===== config.mk =====
export PLATFORM = sky130hd
export DESIGN_NAME = dff_serial_tx
export DESIGN_NICKNAME = d
export VERILOG_FILES = /design/src/rtl/dff_pkg.sv /design/src/rtl/dff_serial_tx.sv
export SDC_FILE = /design/constraint.sdc
export NUM_CORES = 1
export LEC_CHECK = 0
export ABC_AREA = 1
export CAP_MARGIN = 10
export CORE_MARGIN = 10
export CORE_UTILIZATION = 45
export DETAILED_ROUTE_END_ITERATION = 8
export PLACE_DENSITY = 0.7
export SLEW_MARGIN = 20
export SYNTH_ARGS = -nofsm -noshare
export SYNTH_HDL_FRONTEND = slang
export SYNTH_SLANG_ARGS = --single-unit

===== constraint.sdc =====
create_clock -name clk -period 1.9 [get_ports clk]
set_input_delay 0.19 -clock clk [delete_from_list [all_inputs] [get_ports clk]]
set_output_delay 0.19 -clock clk [all_outputs]
set_load 0.01 [all_outputs]

===== src/rtl/dff_pkg.sv =====
// Shared definitions for the single-bit D-flip-flop serial link.
// Both the transmitter and the matching receiver import this package.
package dff_pkg;

  // Frame sequencer states; all four 2-bit codes are used.
  typedef enum logic [1:0] {
    ST_IDLE  = 2'd0,
    ST_START = 2'd1,
    ST_SHIFT = 2'd2,
    ST_STOP  = 2'd3
  } dff_state_t;

  // Bit-counter width for a frame of 'width' data bits (counter runs 0..width-1).
  // Floor of 1 keeps the counter a legal vector for degenerate widths.
  function automatic int dff_cnt_width(input int width);
    return (width > 2) ? $clog2(width) : 1;
  endfunction

endpackage


===== src/rtl/dff_serial_tx.sv =====
// Parallel-to-serial transmitter driving a single registered serial line.
// Frame = one start bit (~IDLE_LEVEL), WIDTH data bits, one stop bit (IDLE_LEVEL).
// A word is taken on a valid/ready handshake; the next word can be accepted
// during the stop bit, so back-to-back frames have no idle gap.
module dff_serial_tx
  import dff_pkg::*;
#(
  parameter int   WIDTH      = 8,
  parameter int   MSB_FIRST  = 1,
  parameter logic IDLE_LEVEL = 1'b0
) (
  input  logic             clk,
  input  logic             rst_n,
  input  logic [WIDTH-1:0] tx_data,
  input  logic             tx_valid,
  output logic             tx_ready,
  output logic             ser_out,
  output logic             ser_outb,
  output logic             ser_frame,
  output logic             busy,
  output logic             done
);

  localparam int CW = dff_cnt_width(WIDTH);
  localparam logic [CW-1:0] LAST_BIT = CW'(WIDTH - 1);

  dff_state_t       state_reg;
  logic [WIDTH-1:0] shift_reg;
  logic [CW-1:0]    cnt_reg;
  logic             ser_out_reg;
  logic             ser_frame_reg;
  logic             busy_reg;
  logic             done_reg;

  logic             accept;
  logic [WIDTH-1:0] load_word;
  logic [WIDTH-1:0] shift_next;
  logic             next_bit;

  // The word is reordered once at load time so the shifter always emits its MSB;
  // for LSB-first operation this is a plain bit reversal of tx_data.
  genvar gi;
  generate
    for (gi = 0; gi < WIDTH; gi++) begin : g_load_order
      if (MSB_FIRST != 0) begin : g_msb
        assign load_word[gi] = tx_data[gi];
      end else begin : g_lsb
        assign load_word[gi] = tx_data[WIDTH-1-gi];
      end
    end
  endgenerate

  assign next_bit   = shift_reg[WIDTH-1];
  assign shift_next = {shift_reg[WIDTH-2:0], 1'b0};

  // Ready is decoded straight from state so a word can be taken during the stop bit.
  assign tx_ready = (state_reg == ST_IDLE) || (state_reg == ST_STOP);
  assign accept   = tx_valid && tx_ready;

  assign ser_out   = ser_out_reg;
  assign ser_outb  = ~ser_out_reg;
  assign ser_frame = ser_frame_reg;
  assign busy      = busy_reg;
  assign done      = done_reg;

  // Frame sequencer: state, shifter, bit counter and all registered line outputs.
  always_ff @(posedge clk or negedge rst_n) begin
    if (!rst_n) begin
      state_reg     <= ST_IDLE;
      shift_reg     <= '0;
      cnt_reg       <= '0;
      ser_out_reg   <= IDLE_LEVEL;
      ser_frame_reg <= 1'b0;
      busy_reg      <= 1'b0;
      done_reg      <= 1'b0;
    end else begin
      case (state_reg)
        ST_IDLE: begin
          if (accept) begin
            state_reg     <= ST_START;
            shift_reg     <= load_word;
            cnt_reg       <= '0;
            ser_out_reg   <= ~IDLE_LEVEL;
            ser_frame_reg <= 1'b1;
            busy_reg      <= 1'b1;
            done_reg      <= 1'b0;
          end else begin
            ser_out_reg   <= IDLE_LEVEL;
            ser_frame_reg <= 1'b0;
            busy_reg      <= 1'b0;
            done_reg      <= 1'b0;
          end
        end

        ST_START: begin
          // First data bit goes on the line at the end of the start bit.
          state_reg     <= ST_SHIFT;
          ser_out_reg   <= next_bit;
          shift_reg     <= shift_next;
          cnt_reg       <= '0;
          ser_frame_reg <= 1'b1;
          busy_reg      <= 1'b1;
          done_reg      <= 1'b0;
        end

        ST_SHIFT: begin
          // cnt_reg is the index of the bit currently on the line.
          if (cnt_reg == LAST_BIT) begin
            state_reg     <= ST_STOP;
            ser_out_reg   <= IDLE_LEVEL;
            ser_frame_reg <= 1'b0;
            done_reg      <= 1'b1;
            cnt_reg       <= '0;
          end else begin
            ser_out_reg   <= next_bit;
            shift_reg     <= shift_next;
            cnt_reg       <= cnt_reg + CW'(1);
          end
          busy_reg <= 1'b1;
        end

        ST_STOP: begin
          if (accept) begin
            state_reg     <= ST_START;
            shift_reg     <= load_word;
            cnt_reg       <= '0;
            ser_out_reg   <= ~IDLE_LEVEL;
            ser_frame_reg <= 1'b1;
            busy_reg      <= 1'b1;
            done_reg      <= 1'b0;
          end else begin
            state_reg     <= ST_IDLE;
            ser_out_reg   <= IDLE_LEVEL;
            ser_frame_reg <= 1'b0;
            busy_reg      <= 1'b0;
            done_reg      <= 1'b0;
          end
        end

        default: begin
          state_reg     <= ST_IDLE;
          cnt_reg       <= '0;
          ser_out_reg   <= IDLE_LEVEL;
          ser_frame_reg <= 1'b0;
          busy_reg      <= 1'b0;
          done_reg      <= 1'b0;
        end
      endcase
    end
  end

endmodule


==> qor.yml <==
status: "complete, no violations"
final-hold-violation-count: 0
cts_buffer_depth: 2
use_met2: 0.1453
drv_cap: 0
clk_pin_slew_ps: 110
utilization: 0.5954
dp_slack_ps: 219.6
syn_to_final_growth_pct: 26.23
grt_usage: 0.08980
drt_pass1_iterations: 4
overflow: 0
setup-violations-final: 0
synth-seq-cells: 17
h-tree-depth: 1
vdd.ir_drop.worst_mv: 1.392
endpoint_kind: "flip-flop"
nets: 149
synth_nets: 126
grt_first_pass_wirelength_um: 3125
worst_pin_slew_ps: 361.1
use_met1: 0.1064
synth_area_um2: 915.9
startpoint_type: "flip-flop"
die_area_mm2: 0.004240
netlist_instances: 108
fin_crit_sh: 0.8453
p_per_area_mw_per_mm2: 1653
viasPerCell: 4.631
root_buffer: "clkbuf_4"
yosysWarnings: 0
critPathMaxFanout: 13
ios: 17
hpwlAfterDp_um: 1409
p_sw_frac: 0.4403
finalWirelength_um: 1824
start_util: 0.4716
finalMaxSlewViolations: 0
netSwitchingPower_w: 0.0008415
largest_reg_flops: 8
portBuffers: 16
p_seq_frac: 0.305
rsz0062_at_grt: "false"
clkPwrFrac: 0.103
crit_required_ps: 2120
fin_skew_ps: 9.284
drt-initial-drc-count: 18
drc_errors: 0
antenna_found_initial: 0
grt_use_met3: 0.03220
tritoncts: "yes"
grt_busiest_layer: "met2"
core_mm2: 0.001942
final.setup.tns_ps: 0
comb_power_share: 0.592
seq_area_frac_synth: 0.4645
crit_type: "reg2reg"
cts_buffers: 3
p_leak_nw: 0.5913
min_path_type: "in2async"
cts-hold-fix-buffers: 0
wl_per_cell_um: 11.62
n_antenna_cell: 0
slew_headroom: 0.7587
crit_path_start: "cnt_reg[0]$_DFFE_PN0P_"
ys_types: 17
gp_congestion: 0.7432
grt_pass1_vias: 735
p_int_w: 0.001070
grt_max_degree: 18
die_w_um: 65.12
clkSinkCount: 17
antenna_left: 0
fin_ws_ps: 294.0
critPathArrivalTime_ps: 1820
die_y_um: 65.12
final.min_clock_period_ps: 1606
avgSynthCellArea_um2: 8.480
num_rows: 16
vias: 727
regToRegStartpoint: "cnt_reg[0]$_DFFE_PN0P_"
clock_latency_ps: 290
drive_above_1_share: 0.1615
fmax_mhz: 622.6
[placed cells by master (no fill, tap or decap), drive strengths merged]
master / n
a21oi: 1
o21bai: 1
clkinv: 1
nor2: 3
clkbuf: 3
clkdlybuf4s50: 15
o21ai: 17
inv: 15
dfrtp: 17
dlymetal6s2s: 1
ha: 7
nand2: 40
nand3: 5
buf: 4
[synth_stat cells (all sizes together)]
master  instances  area, um2
nand2          40      155.1
dfrtp          17      425.4
o21ai          17      96.35
inv            15      56.31
ha              7      87.58
nand3           5      30.03
nor2            3      26.27
buf             2      26.27
a21oi           1      5.000
o21bai          1      7.510
[power by group through the flow]
stage	clock (W)	sequential, W	combinational [W]
final	0.000196	0.000583	0.00113
after global routing	0.000214	0.000604	0.00129
after global placement	0	0.000587	0.00102
after floorplan	0	0.000594	0.000791
after detailed placement	0	0.000599	0.00106
after CTS	0.000201	0.000580	0.00113
[final cells by class]
| type | instances | area, um2 |
|---|---|---|
| repair buffers | 20 | 192.7 |
| inverters | 15 | 56.30 |
| clock buffers | 3 | 22.52 |
| well taps | 27 | 33.78 |
| fillers | 178 | 785.8 |
| clock inverters | 1 | 5.005 |
| flip-flops and latches | 17 | 425.4 |
| multi-input cells | 74 | 420.4 |
[repair_timing]
item                       in CTS  in global routing
setup buffers                   1                  1
setup endpoints to repair       1                  1
resized for setup               1                  3
[worst max-delay path, cell delays in order, from the launching register on]
cell     delay [ps]
dfrtp_1         410
ha_1            220
ha_1            230
nand2_1         140
inv_2            60
nor2_4          290
nand2_1         120
o21ai_2          70
[routing by layer]
| metal | vias to the layer above | wire, um |
|---|---|---|
| li1 | 382 | - |
| met1 | 325 | 771 |
| met2 | 18 | 920 |
| met3 | 2 | 124 |
| met4 | 0 | 8 |
| met5 | - | 0 |
[path summary, 6_finish.rpt]
kind	end	slack, ps	depth (start not counted)
worst max-delay path	shift_reg[3]$_DFFE_PN0P_	290	7
worst min register to register	shift_reg[7]$_DFFE_PN0P_	500	2
worst max register to register	shift_reg[3]$_DFFE_PN0P_	290	7
max in group asynchronous	shift_reg[4]$_DFFE_PN0P_	1490	2
min in group clk	shift_reg[0]$_DFFE_PN0P_	460	3
worst min-delay path	shift_reg[5]$_DFFE_PN0P_	210	2
[metrics by stage]
step                power (W)  hold WS, ps  cell area [um2]  std cells
finish               0.001911        212.7             1156        157
global route         0.002110        225.9             1156        157
floorplan            0.001385       -105.6            915.9        108
global placement     0.001609        464.2             1099        151
detailed placement   0.001654        477.9             1099        151
CTS                  0.001907        223.2             1146        156
[logic make-up (layout without fill, tap and decap cells)]
group / Yosys count / in the layout / synth area share
AO/OA/AOI/OAI: 19 / 19 / 0.1189
adder cells (fa/ha/maj): 7 / 7 / 0.09562
buffers and inverters: 17 / 39 / 0.09016
flip-flops: 17 / 17 / 0.4645
AND/OR/NAND/NOR: 48 / 48 / 0.2309
Power figures use the tool's default switching activity.
